`src/rtl/cp0_pkg.sv`:
```
// Shared CP0 constants: register addresses, exception codes, FSM state encoding
// and the default exception vector.
package cp0_pkg;

   localparam logic [4:0] CP0_ADDR_STATUS = 5'd12;
   localparam logic [4:0] CP0_ADDR_CAUSE  = 5'd13;
   localparam logic [4:0] CP0_ADDR_EPC    = 5'd14;
   localparam logic [4:0] CP0_ADDR_COUNT  = 5'd22;

   localparam logic [4:0] EXC_CODE_OV = 5'd12;
   localparam logic [4:0] EXC_CODE_RI = 5'd10;

   localparam logic [31:0] CP0_DEFAULT_VECTOR = 32'h8000_0180;

   typedef enum logic [1:0] {
      ST_RUN      = 2'd0,
      ST_REDIRECT = 2'd1,
      ST_RETURN   = 2'd2
   } cp0_state_e;

   function automatic logic [31:0] cause_word(input logic [4:0] code);
      return {25'b0, code, 2'b00};
   endfunction

endpackage

```
`src/rtl/cp0_exc_counter.sv`:
```
// Exception event counter; only present in builds with CP0_EXC_COUNT_EN defined.
module cp0_exc_counter
   import cp0_pkg::*;
(
   input  logic        clk_i,
   input  logic        reset_i,
   input  logic        inc_i,
   input  logic        wr_en_i,
   input  logic [31:0] wr_data_i,
   output logic [31:0] count_o
);

   logic [31:0] cnt_q;
   logic [31:0] cnt_d;

   // Hardware increment wins over a colliding mtc0 write; wraps naturally.
   always_comb begin
      cnt_d = cnt_q;
      if (inc_i) begin
         cnt_d = cnt_q + 32'd1;
      end else if (wr_en_i) begin
         cnt_d = wr_data_i;
      end else begin
         cnt_d = cnt_q;
      end
   end

   // Counter register with synchronous active-low reset.
   always_ff @(posedge clk_i) begin
      if (!reset_i) begin
         cnt_q <= 32'd0;
      end else begin
         cnt_q <= cnt_d;
      end
   end

   assign count_o = cnt_q;

endmodule

```
`src/rtl/cp0_exc_regs.sv`:
```
// CP0 exception registers (Status/Cause/EPC) with redirect FSM.
// Optional exception counter at address 22 enabled by CP0_EXC_COUNT_EN.
module cp0_exc_regs
   import cp0_pkg::*;
#(
   parameter logic [31:0] EXC_VECTOR = CP0_DEFAULT_VECTOR
) (
   input  logic        clk,
   input  logic        reset,
   input  logic        exc_valid,
   input  logic        exc_cause,
   input  logic [31:0] exc_epc,
   input  logic        eret,
   input  logic        mtc0_en,
   input  logic [4:0]  mtc0_addr,
   input  logic [31:0] mtc0_data,
   input  logic [4:0]  mfc0_addr,
   output logic [31:0] mfc0_data,
   output logic        pc_redirect,
   output logic [31:0] redirect_pc,
   output logic        exl
);

   cp0_state_e  state_q;
   cp0_state_e  state_d;
   logic [31:0] epc_q;
   logic [31:0] epc_d;
   logic [4:0]  code_q;
   logic [4:0]  code_d;
   logic [1:0]  status_q;
   logic [1:0]  status_d;
   logic        pc_redirect_q;
   logic        pc_redirect_d;
   logic [31:0] redirect_pc_q;
   logic [31:0] redirect_pc_d;
   logic [31:0] count_s;

   logic        exc_take_s;
   logic        eret_take_s;
   logic        wr_status_s;
   logic        wr_epc_s;
   logic        wr_count_s;

   // Events are only accepted in RUN; REDIRECT/RETURN are flush cycles.
   always_comb begin
      exc_take_s  = (state_q == ST_RUN) && exc_valid;
      eret_take_s = (state_q == ST_RUN) && !exc_valid && eret && status_q[1];
      wr_status_s = mtc0_en && (mtc0_addr == CP0_ADDR_STATUS);
      wr_epc_s    = mtc0_en && (mtc0_addr == CP0_ADDR_EPC);
      wr_count_s  = mtc0_en && (mtc0_addr == CP0_ADDR_COUNT);
   end

   // State register.
   always_ff @(posedge clk) begin
      if (!reset) begin
         state_q <= ST_RUN;
      end else begin
         state_q <= state_d;
      end
   end

   // Next-state logic.
   always_comb begin
      state_d = ST_RUN;
      case (state_q)
         ST_RUN: begin
            if (exc_take_s) begin
               state_d = ST_REDIRECT;
            end else if (eret_take_s) begin
               state_d = ST_RETURN;
            end else begin
               state_d = ST_RUN;
            end
         end
         ST_REDIRECT: state_d = ST_RUN;
         ST_RETURN:   state_d = ST_RUN;
         default:     state_d = ST_RUN;
      endcase
   end

   // CP0 register next values; a hardware update drops a colliding mtc0 write.
   always_comb begin
      epc_d    = epc_q;
      code_d   = code_q;
      status_d = status_q;
      if (exc_take_s) begin
         code_d      = exc_cause ? EXC_CODE_OV : EXC_CODE_RI;
         status_d[1] = 1'b1;
         if (!status_q[1]) begin
            epc_d = exc_epc;
         end else if (wr_epc_s) begin
            epc_d = mtc0_data;
         end else begin
            epc_d = epc_q;
         end
      end else if (eret_take_s) begin
         status_d[1] = 1'b0;
         if (wr_epc_s) begin
            epc_d = mtc0_data;
         end else begin
            epc_d = epc_q;
         end
      end else begin
         if (wr_status_s) begin
            status_d = mtc0_data[1:0];
         end else begin
            status_d = status_q;
         end
         if (wr_epc_s) begin
            epc_d = mtc0_data;
         end else begin
            epc_d = epc_q;
         end
      end
   end

   // CP0 register storage.
   always_ff @(posedge clk) begin
      if (!reset) begin
         epc_q    <= 32'd0;
         code_q   <= 5'd0;
         status_q <= 2'b00;
      end else begin
         epc_q    <= epc_d;
         code_q   <= code_d;
         status_q <= status_d;
      end
   end

   // Output decode from the next state so the pulse appears with the state.
   always_comb begin
      pc_redirect_d = 1'b0;
      redirect_pc_d = 32'd0;
      case (state_d)
         ST_REDIRECT: begin
            pc_redirect_d = 1'b1;
            redirect_pc_d = EXC_VECTOR;
         end
         ST_RETURN: begin
            pc_redirect_d = 1'b1;
            redirect_pc_d = epc_d;
         end
         default: begin
            pc_redirect_d = 1'b0;
            redirect_pc_d = 32'd0;
         end
      endcase
   end

   // Registered redirect outputs.
   always_ff @(posedge clk) begin
      if (!reset) begin
         pc_redirect_q <= 1'b0;
         redirect_pc_q <= 32'd0;
      end else begin
         pc_redirect_q <= pc_redirect_d;
         redirect_pc_q <= redirect_pc_d;
      end
   end

`ifdef CP0_EXC_COUNT_EN
   cp0_exc_counter u_counter (
      .clk_i     (clk),
      .reset_i   (reset),
      .inc_i     (exc_take_s),
      .wr_en_i   (wr_count_s),
      .wr_data_i (mtc0_data),
      .count_o   (count_s)
   );
`else
   logic unused_count_s;
   assign unused_count_s = wr_count_s;
   assign count_s = 32'd0;
`endif

   // Combinational mfc0 read mux.
   always_comb begin
      mfc0_data = 32'd0;
      case (mfc0_addr)
         CP0_ADDR_STATUS: mfc0_data = {30'd0, status_q};
         CP0_ADDR_CAUSE:  mfc0_data = cause_word(code_q);
         CP0_ADDR_EPC:    mfc0_data = epc_q;
         CP0_ADDR_COUNT:  mfc0_data = count_s;
         default:         mfc0_data = 32'd0;
      endcase
   end

   assign pc_redirect = pc_redirect_q;
   assign redirect_pc = redirect_pc_q;
   assign exl         = status_q[1];

endmodule

```
`config.mk`:
```
export PLATFORM = sky130hd
export DESIGN_NAME = cp0_exc_regs
export DESIGN_NICKNAME = d
export VERILOG_FILES = /design/src/rtl/cp0_pkg.sv /design/src/rtl/cp0_exc_counter.sv /design/src/rtl/cp0_exc_regs.sv
export SDC_FILE = /design/constraint.sdc
export NUM_CORES = 1
export LEC_CHECK = 0
export CAP_MARGIN = 20
export CORE_ASPECT_RATIO = 0.6
export CORE_MARGIN = 3
export CORE_UTILIZATION = 40
export DETAILED_ROUTE_END_ITERATION = 8
export HOLD_SLACK_MARGIN = 0.05
export PLACE_DENSITY = 0.84
export RECOVER_POWER = 50
export SETUP_SLACK_MARGIN = 0.1
export SKIP_LAST_GASP = 1
export SLEW_MARGIN = 20
export SYNTH_ARGS = -nofsm -noshare
export SYNTH_HDL_FRONTEND = slang
export SYNTH_HIERARCHICAL = 1
export SYNTH_SLANG_ARGS = --single-unit
```
`constraint.sdc`:
```
create_clock -name clk -period 2.55 [get_ports clk]
set_clock_uncertainty 0.05 [all_clocks]
set_input_delay 0.51 -clock clk [delete_from_list [all_inputs] [get_ports clk]]
set_output_delay 0.51 -clock clk [all_outputs]
set_load 0.02 [all_outputs]
```
# == Word-level counts from Yosys, hierarchy flattened ==
# Cells that the tools add are included.
# totals
register_bits,74
out_inout_bits,66
input_bits,80
# classes
n_eq_ne,7
n_reduce_logical,11
muxes,13
bitwise_logic,2
# op_table
operator,n
$mux 32,3
$pmux 32 s3,1
$pmux 32 s2,1
$eq 5x4->1 const B,5
$mux 2,4
$logic_and 1x1->1,6
$mux 1,3
$mux 3,1
$reduce_and 3->1,1
$reduce_bool 3->1,1
$eq 2x1->1 const B,1
$eq 2x2->1 const B,1
$logic_not 2->1,1
$not 1->1,2
$reduce_or 2->1,1
$logic_not 1->1,1

# == Longest topological paths before layout ==
# Gate-level depths: netlist of the first run.
# logic_depth
word_depth,10
depth_mapped,5

# == Worst setup path after synthesis of the first run ==
# OpenSTA, ideal clock, no wires.
# synth_timing
kind,input to output
start,input port mfc0_addr[4]
end,output port mfc0_data[3]
slack_ps,476
n_path_buf,1
stages,4
arrival_time_ps,1514
cell_sequence,nand3b_1 > nor3b_1 > clkbuf_1 > a22o_1
# synth_between
elab_chain_cells,2
word_cells_on_any_way,4
# synth_lines
item,line_no,text
from (decl),cp0_exc_regs.sv:17,"input logic [4:0] mfc0_addr,"
$eq 5x4->1,cp0_exc_regs.sv:179,case (mfc0_addr)
$pmux 32 s3 *,cp0_exc_regs.sv:179,
to (decl),cp0_exc_regs.sv:18,"output logic [31:0] mfc0_data,"
# Mark *: on every way between the ends. The rest lies on a longest branch, timed or not.

# == Worst setup path in the final report of the first run ==
# layout_timing
start,input port mfc0_addr[2]
end,output port mfc0_data[4]
# Same word-level chain as after synthesis.

==> results of run 1 <==
worst max-delay path: stages:
cell	delay [ns]
sky130_fd_sc_hd__dlygate4sd2_1	0.23
sky130_fd_sc_hd__nand3b_1	0.14
sky130_fd_sc_hd__nor3b_4	0.06
sky130_fd_sc_hd__buf_6	0.13
sky130_fd_sc_hd__buf_16	0.12
sky130_fd_sc_hd__buf_8	0.13
sky130_fd_sc_hd__buf_6	0.11
sky130_fd_sc_hd__a22o_1	0.22
sky130_fd_sc_hd__buf_6	0.13
cells in the final DEF (no fill, tap or decap), types with 4 or more instances in the layout:
cell	Yosys	final
sky130_fd_sc_hd__a31oi_1	7	7
sky130_fd_sc_hd__clkdlybuf4s15_2	0	14
sky130_fd_sc_hd__clkdlybuf4s50_1	0	73
sky130_fd_sc_hd__nor4_1	29	29
sky130_fd_sc_hd__nand3_1	4	4
sky130_fd_sc_hd__buf_2	2	12
sky130_fd_sc_hd__nor2_1	6	6
sky130_fd_sc_hd__buf_4	2	17
sky130_fd_sc_hd__and2_1	27	26
sky130_fd_sc_hd__dfxtp_1	72	72
sky130_fd_sc_hd__mux2i_1	4	4
sky130_fd_sc_hd__clkbuf_16	0	9
sky130_fd_sc_hd__dlygate4sd3_1	0	35
sky130_fd_sc_hd__dlygate4sd2_1	0	5
sky130_fd_sc_hd__a211oi_1	29	29
sky130_fd_sc_hd__buf_6	3	5
sky130_fd_sc_hd__nor3_1	60	60
sky130_fd_sc_hd__nand2_1	4	4
sky130_fd_sc_hd__o21ai_0	36	36
how the worst max path moves through the flow:
stage                      start             to  cells after the start
floorplan           mfc0_addr[4]   mfc0_data[3]                      4
global placement    mfc0_addr[4]  mfc0_data[27]                      6
detailed placement  mfc0_addr[4]   mfc0_data[7]                      6
CTS                 mfc0_addr[1]   mfc0_data[4]                      8
global route        mfc0_addr[3]   mfc0_data[4]                      9
finish              mfc0_addr[2]   mfc0_data[4]                      9
power groups by stage:
| stage | clock, uW | combinational [uW] | sequential [uW] |
|---|---|---|---|
| 6_report | 1280 | 435 | 1230 |
| 5_1_grt | 1350 | 467 | 1230 |
| 4_1_cts | 1290 | 433 | 1230 |
| 3_5_place_dp | 0 | 426 | 1250 |
| 3_3_place_gp | 0 | 415 | 1250 |
| 2_1_floorplan | 0 | 194 | 1250 |
repair_timing:
item | 4_1_cts | 5_1_grt
hold buffers | 0 | 0
pin swaps | 3 | 1
buffers inserted | 7 | 1
setup endpoints to repair | 32 | 28
gates resized for setup | 116 | 13
cloned | 1 | 0
state kept, by name (all words and copies together), names as in the netlist:
| signal | count |
|---|---|
| code_q | 3 |
| epc_q | 32 |
| pc_redirect | 1 |
| redirect_pc | 32 |
| state_q | 2 |
| status_q | 2 |
per-layer routing:
layer | part of all wire (%) | track usage [%] | vias to the layer above
met1 | 41 | 33.4 | 1546
li1 | - | - | 1549
met2 | 45 | 40.0 | 229
met4 | 1.9 | 10.1 | 0
met5 | 0 | 0 | -
met3 | 12 | 9.20 | 27
cells by family after synthesis:
logic type             after synthesis
and+or+nand+nor                    143
buffers and inverters               37
AOI/OAI and AO/OA                   80
muxes                                4
DFF                                 72
layout make-up:
cell class              instances  area share, %
well taps                     100           2.55
inverters                       3          0.230
flip-flops and latches         72           29.4
repair buffers                169           33.4
clock buffers                  10           4.87
multi-input cells             227           28.2
clock inverters                 6           1.38
synth_stat cells (2+ instances only):
cell | instances | area [um2]
sky130_fd_sc_hd__buf_2 | 2 | 10.0
sky130_fd_sc_hd__nand3_1 | 4 | 20.0
sky130_fd_sc_hd__o21ai_0 | 36 | 180
sky130_fd_sc_hd__a211oi_1 | 29 | 218
sky130_fd_sc_hd__and2_1 | 27 | 169
sky130_fd_sc_hd__buf_6 | 3 | 33.8
sky130_fd_sc_hd__mux2i_1 | 4 | 40.0
sky130_fd_sc_hd__inv_1 | 3 | 11.3
sky130_fd_sc_hd__a22o_1 | 3 | 26.3
sky130_fd_sc_hd__a21oi_1 | 2 | 10.0
sky130_fd_sc_hd__clkbuf_1 | 27 | 101
sky130_fd_sc_hd__buf_4 | 2 | 15.0
sky130_fd_sc_hd__o31ai_1 | 2 | 15.0
sky130_fd_sc_hd__nor2_1 | 6 | 22.5
sky130_fd_sc_hd__nor4_1 | 29 | 181
sky130_fd_sc_hd__nand2_1 | 4 | 15.0
sky130_fd_sc_hd__dfxtp_1 | 72 | 1440
sky130_fd_sc_hd__nor3b_1 | 3 | 22.5
sky130_fd_sc_hd__nor3_1 | 60 | 300
sky130_fd_sc_hd__a31oi_1 | 7 | 43.8
metrics by stage:
| step | TNS [ns] | hold WS (ns) | utilization (%) | setup slack [ns] |
|---|---|---|---|---|
| after detailed placement | -10.27 | 0.449 | 65.5 | -0.359 |
| final | 0 | 0.448 | 70.7 | 0.202 |
| after CTS | -0.00919 | 0.456 | 70.9 | -0.00919 |
| after global placement | -9.50 | 0.395 | 65.5 | -0.344 |
| after global routing | 0 | 0.479 | 70.7 | 0.122 |
| after floorplan | 0 | 0.387 | - | 0.476 |
==> reports/results.env, run 1 <==
OUTCOME='completed'
NET-SWITCHING-POWER_uW=748
TIMING.FINAL.CRIT_SHARE_PCT=92.1
FIN_CELLS=587
ROUTE.DETAILED.WL_PER_INST_UM=18.9
CHIP_WIDTH_UM=117
SYNTHMUXAREASHARE_PCT=1.35
SEQ_AREA_UM2=1440
SLEW_HEADROOM_PCT=43.2
CTS_SINKS=72
FINALMAXSLEWVIOLATIONS=0
YOSYS_REGISTER_BITS=72
AREA_OF_THE_MAPPED_NETLIST_UM2=2970
WORSTREG2REGSTART='state_q[1]$_SDFF_PN0_'
DESIGN.CORE.AREA_UM2=6940
COMBPWRFRAC_PCT=14.8
PLACEDCELLCOUNT=562
CLK-INSERTION-DELAY-LATE_NS=0.33
CTS_ROOT_CELL='sky130_fd_sc_hd__clkbuf_16'
SYN_AVG_CELL_AREA_UM2=8.84
CTS.REPORTEDPATHS.CLKPINSLEW_NS=0.05
POWER_SWITCHING_SHARE_PCT=25.4
MAX_CAP_VIOL_COUNT=0
ACHIEVABLE-FREQUENCY_MHz=426
SYNTH_FF_TYPE='sky130_fd_sc_hd__dfxtp_1'
IOS=146
CTSLONGESTPATHBUFFERS=2
DPL-INSTANCE-AREA_UM2=4540
DRC_ERRORS=0
TIGHTESTPINTRANSITION_NS=0.852
AREA_GROWTH_PCT=65.1
GRT_MAX_DEGREE=37
CTS_BUFS_INSERTED=9
UNREPAIRED_SETUP_ENDPOINTS_AFTER_GLOBAL_ROUTING='no'
SYNTH-SEQ-AREA-SHARE_PCT=48.5
START_KIND='input pin'
POST_SYNTH_INST_COUNT=336
HOLD_PATH_DEPTH=2
POWER_LEAKAGE_uW=0.00195
PORTBUFFERS=145
POST-ROUTE-MIN-PERIOD_NS=2.35
FIRST_GLOBAL_VIAS=3360
DRT_ITER0_MARKERS=490
POST-LAYOUT-TOTAL-POWER_uW=2940
SYNTH-SIMPLE-AREA-SHARE_PCT=27.5
NFILLCELLS=556
SYNTH_FA_HA_AREA_SHARE_PCT=0
TIMING.REG2REG.SETUP_SLACK_NS=0.74
FIRST_PASS_ITERS=5
CLOCK_TREE_FROM_TRITONCTS='done'
TIMING.CRITICAL_PATH.FANOUT_MAX=7
GR-TOTAL-OVERFLOW=0
DRIVE_GT1_SHARE_PCT=15.6
VIA_COUNT=3351
HTREEDEPTH=3
GLOBAL_ROUTE_WIRE_LENGTH_BEFORE_REPAIR_MM=17.0
DPL.HPWL_MM=7.16
GP_CONGESTION=0.856
FP.DIEH_UM=72.8
WORST_HOLD_PATH.ENDPOINT='status_q[0]$_SDFFE_PN0P_'
POWER.SEQUENTIAL.FRACTION_PCT=41.7
SYN_NETS=416
GRT_ANTENNA_BEFORE_REPAIR=0
CRIT-REG2REG-CAPTURE='redirect_pc[26]$_SDFF_PN0_'
MULTI_INPUT_AREA_UM2=1380
CELLPOWERDENSITY_nW_PER_UM2=600
NUM-NETS-FINAL=562
DIODES=0
HP-START='status_q[0]$_SDFFE_PN0P_'
POWER_REPORT.INTERNAL_TOTAL_uW=2190
SYNTH_CELL_TYPES=31
MIN-DELAY-PATH-CLASS='reg2reg'
WORST_R2R_PATH_DEPTH=3
DETAIL_ROUTE.WIRELENGTH_MM=11.1
FINAL_ANTENNA_NET_COUNT=0
SYNTH_ASYNC_SR_FLOP_SHARE_PCT=0
DIE-AREA_UM2=8530
CRITICAL_PATH_DATA_ARRIVAL_TIME_NS=1.79
COMBINATIONAL_FAMILY_WITH_THE_MOST_AREA_AFTER_SYNTHESIS='simple AND/OR/NAND/NOR gates'
STD_CELL_ROWS=23
GRTUSAGETOTAL_PCT=25.9
SYNTH_COMPOUND_GATE_AREA_SHARE_PCT=16.8
SYNTH_EDF_COUNT=0
VDD.IR_DROP.WORST_uV=371
TIMING.CRITICAL_PATH.TO_TYPE='output pin'
SHARE_CLK_OF_TOTAL_POWER_PCT=43.5
PATH_CLASS='in2out'
LAYOUT.CELL_AREA.NON_FILLER_UM2=4900
YOSYS_WARNINGS=6
VIAS_PER_CELL=5.71
HOLD_VIOL=0
POST_SYNTH_XOR_AREA_FRACTION_PCT=0
EFFECTIVE_UTILIZATION_AT_FLOORPLAN_PCT=42.8
CP_DATA_REQUIRED_TIME_NS=1.99
REPORT.FINAL.SETUP_VIOL=0
Power figures use the tool's default switching activity.
==> run 2: changes to the inputs <==
--- a/config.mk
+++ b/config.mk
@@ -5,7 +5,6 @@
 export SDC_FILE = /design/constraint.sdc
 export NUM_CORES = 1
 export LEC_CHECK = 0
-export CAP_MARGIN = 20
 export CORE_ASPECT_RATIO = 0.6
 export CORE_MARGIN = 3
 export CORE_UTILIZATION = 40
==> results of run 2 <==
No change in the layout: final DEF, timing and power equal those of run 1.
==> run 3: changes to the inputs <==
--- a/config.mk
+++ b/config.mk
@@ -10,6 +10,7 @@
 export CORE_UTILIZATION = 40
 export DETAILED_ROUTE_END_ITERATION = 8
 export HOLD_SLACK_MARGIN = 0.05
+export MAX_ROUTING_LAYER = met4
 export PLACE_DENSITY = 0.84
 export RECOVER_POWER = 50
 export SETUP_SLACK_MARGIN = 0.1
==> reports/results.env, run 3 (synthesis gave the netlist of run 1 again) <==
CP_DATA_REQUIRED_TIME_NS=1.99  # about the same
MAX_CAP_VIOL_COUNT=0  # unchanged
FP.DIEH_UM=72.8  # unchanged
NFILLCELLS=556  # unchanged
NET-SWITCHING-POWER_uW=746  # -0.27%
ROUTE.DETAILED.WL_PER_INST_UM=18.7  # -0.65%
CP_COMMON_CELL='sky130_fd_sc_hd__buf_6'
WORSTPATHBUFFERINVERTERCOUNT=6  # unchanged
CTS_SINKS=72  # unchanged
DETAIL_ROUTE.WIRELENGTH_MM=11.0  # -0.65%
CP_SLOWEST_CELL='sky130_fd_sc_hd__dlygate4sd2_1'
IOS=146  # unchanged
SHARE_CLK_OF_TOTAL_POWER_PCT=43.5  # about the same
UNREPAIRED_SETUP_ENDPOINTS_AFTER_GLOBAL_ROUTING='no'
LAYOUT.CELL_AREA.NON_FILLER_UM2=4900  # unchanged
DIODES=0  # unchanged
CLK-INSERTION-DELAY-LATE_NS=0.33  # about the same
POST-ROUTE-MIN-PERIOD_NS=2.35  # +0.00413 ns
DRT_ITER0_MARKERS=414  # -16%
CHIP_WIDTH_UM=117  # unchanged
LAYOUT_COMMON_CELLS='73 x sky130_fd_sc_hd__clkdlybuf4s50_1, 72 x sky130_fd_sc_hd__dfxtp_1, 60 x sky130_fd_sc_hd__nor3_1, 36 x sky130_fd_sc_hd__o21ai_0, 35 x sky130_fd_sc_hd__dlygate4sd3_1'
PRE_CTS_WS_NS=-0.359  # unchanged
NUM-NETS-FINAL=562  # unchanged
SETUP_WS_NS=0.197  # -0.00414 ns
MIN-DELAY-PATH-CLASS='reg2reg'
FIRST_GLOBAL_VIAS=3355  # -0.15%
FINALMAXSLEWVIOLATIONS=0  # unchanged
PORTBUFFERS=145  # unchanged
STD_CELL_ROWS=23  # unchanged
SLOWEST_DELAY_NS=0.23  # about the same
COMBPWRFRAC_PCT=14.8  # about the same
CTS_BUFS_INSERTED=9  # unchanged
FINAL_ANTENNA_NET_COUNT=0  # unchanged
DESIGN.CORE.AREA_UM2=6940  # unchanged
GRTUSAGETOTAL_PCT=26.7  # +0.79 points
DRIVE_GT1_SHARE_PCT=15.6  # unchanged
GRT_MAX_DEGREE=37  # unchanged
TIMING.FINAL.CRIT_SHARE_PCT=92.3  # +0.16 points
SLEW_HEADROOM_PCT=46.0  # +2.8 points
AREA_GROWTH_PCT=65.1  # unchanged
PATH_CLASS='in2out'
CLOCK_TREE_FROM_TRITONCTS='done'
GRT_ANTENNA_BEFORE_REPAIR=0  # unchanged
CTS.REPORTEDPATHS.CLKPINSLEW_NS=0.05  # about the same
GR-TOTAL-OVERFLOW=0  # unchanged
TIMING.CRITICAL_PATH.CELLS='dlygate4sd2_1 > nand3b_1 > nor3b_4 > buf_6 > buf_16 > buf_8 > buf_6 > a22o_1 > buf_6'
HOLD_VIOL=0  # unchanged
CTS_ROOT_CELL='sky130_fd_sc_hd__clkbuf_16'
POWER.SEQUENTIAL.FRACTION_PCT=41.7  # about the same
CRITICAL_PATH_DATA_ARRIVAL_TIME_NS=1.79  # about the same
CTSLONGESTPATHBUFFERS=2  # unchanged
VIA_COUNT=3342  # -0.27%
POWER_REPORT.INTERNAL_TOTAL_uW=2190  # about the same
HOLD_BUFFER_COUNT_AT_CTS=0  # unchanged
VDD.IR_DROP.WORST_uV=370  # -0.17%
CELLPOWERDENSITY_nW_PER_UM2=599  # about the same
REPORT.FINAL.SETUP_VIOL=0  # unchanged
GLOBAL_ROUTE_WIRE_LENGTH_BEFORE_REPAIR_MM=17.0  # about the same
DRC_ERRORS=0  # unchanged
ACHIEVABLE-FREQUENCY_MHz=425  # -0.18%
POWER_SWITCHING_SHARE_PCT=25.4  # -0.050 points
GP_CONGESTION=0.870  # +1.6%
DIE-AREA_UM2=8530  # unchanged
TIMING.CRITICAL_PATH.FANOUT_MAX=7  # unchanged
OUTCOME='completed'
TIGHTESTPINTRANSITION_NS=0.809  # -0.0422 ns
POWER_LEAKAGE_uW=0.00195  # unchanged
DPL.HPWL_MM=7.16  # unchanged
HTREEDEPTH=3  # unchanged
LAYOUT_COMMONEST_CELL='sky130_fd_sc_hd__clkdlybuf4s50_1'
VIAS_PER_CELL=5.69  # -0.27%
DPL-INSTANCE-AREA_UM2=4540  # unchanged
START_KIND='input pin'
FIRST_PASS_ITERS=5  # unchanged
TIMING.CRITICAL_PATH.TO_TYPE='output pin'
EFFECTIVE_UTILIZATION_AT_FLOORPLAN_PCT=42.8  # unchanged
CRITICAL_PATH.TOP_DELAY_FAMILY='buffers and inverters'
[run 3: area by class of cell]
cell class	count	area [um2]	area share [%]
well taps	100	125	2.55
inverters	3	11.3	0.230
repair buffers	169	1640	33.4
clock inverters	6	67.6	1.38
clock buffers	10	239	4.87
flip-flops and latches	72	1440	29.4
multi-input cells	227	1380	28.2
[run 3: path summary, 6_finish.rpt]
path,slack (ns),start,cells after the start,endpoint
setup reg to reg,0.73,state_q[1]$_SDFF_PN0_,3,redirect_pc[26]$_SDFF_PN0_
hold reg to reg,0.45,status_q[0]$_SDFFE_PN0P_,2,status_q[0]$_SDFFE_PN0P_
hold / removal,0.45,status_q[0]$_SDFFE_PN0P_,2,status_q[0]$_SDFFE_PN0P_
setup / recovery,0.20,mfc0_addr[3],9,mfc0_data[4]
[run 3: tightest hold or removal path, delay by kind of cell (launching register included)]
family | cells | cell delay, ns
DFF | 1 | 0.31
and+or+nand+nor | 1 | 0.06
muxes | 1 | 0.07
[run 3: per-stage QoR]
stage	hold slack, ns	TNS (ns)	power [uW]	utilization, %	std cells
2_1_floorplan	0.387	0	1450	-	336
3_3_place_gp	0.395	-9.50	1660	65.5	562
3_5_place_dp	0.449	-10.27	1680	65.5	562
4_1_cts	0.456	-0.00919	2950	70.9	586
5_1_grt	0.479	0	3050	70.7	587
6_report	0.449	0	2940	70.7	587
[run 3: power groups by stage]
stage                     Combinational, uW  Sequential [uW]  Clock (uW)
after global placement                  415             1250           0
after detailed placement                426             1250           0
after CTS                               433             1230        1290
after global routing                    467             1230        1350
after floorplan                         194             1250           0
final                                   434             1230        1280
[run 3: what timing repair did]
item / 4_1_cts / 5_1_grt
endpoints found under the setup margin: 32 / 28
endpoints found under the hold margin: 0 / 0
pin swaps: 3 / 1
buffers inserted: 7 / 1
resized for setup: 116 / 13
gates cloned: 1 / 0
[run 3: layer usage]
metal | vias to the layer above | part of all wire, % | track usage (%)
li1 | 1552 | - | -
met1 | 1542 | 42 | 33.7
met2 | 223 | 45 | 40.0
met3 | 25 | 11 | 8.78
met4 | 0 | 1.8 | 10.1
met5 | - | 0 | -
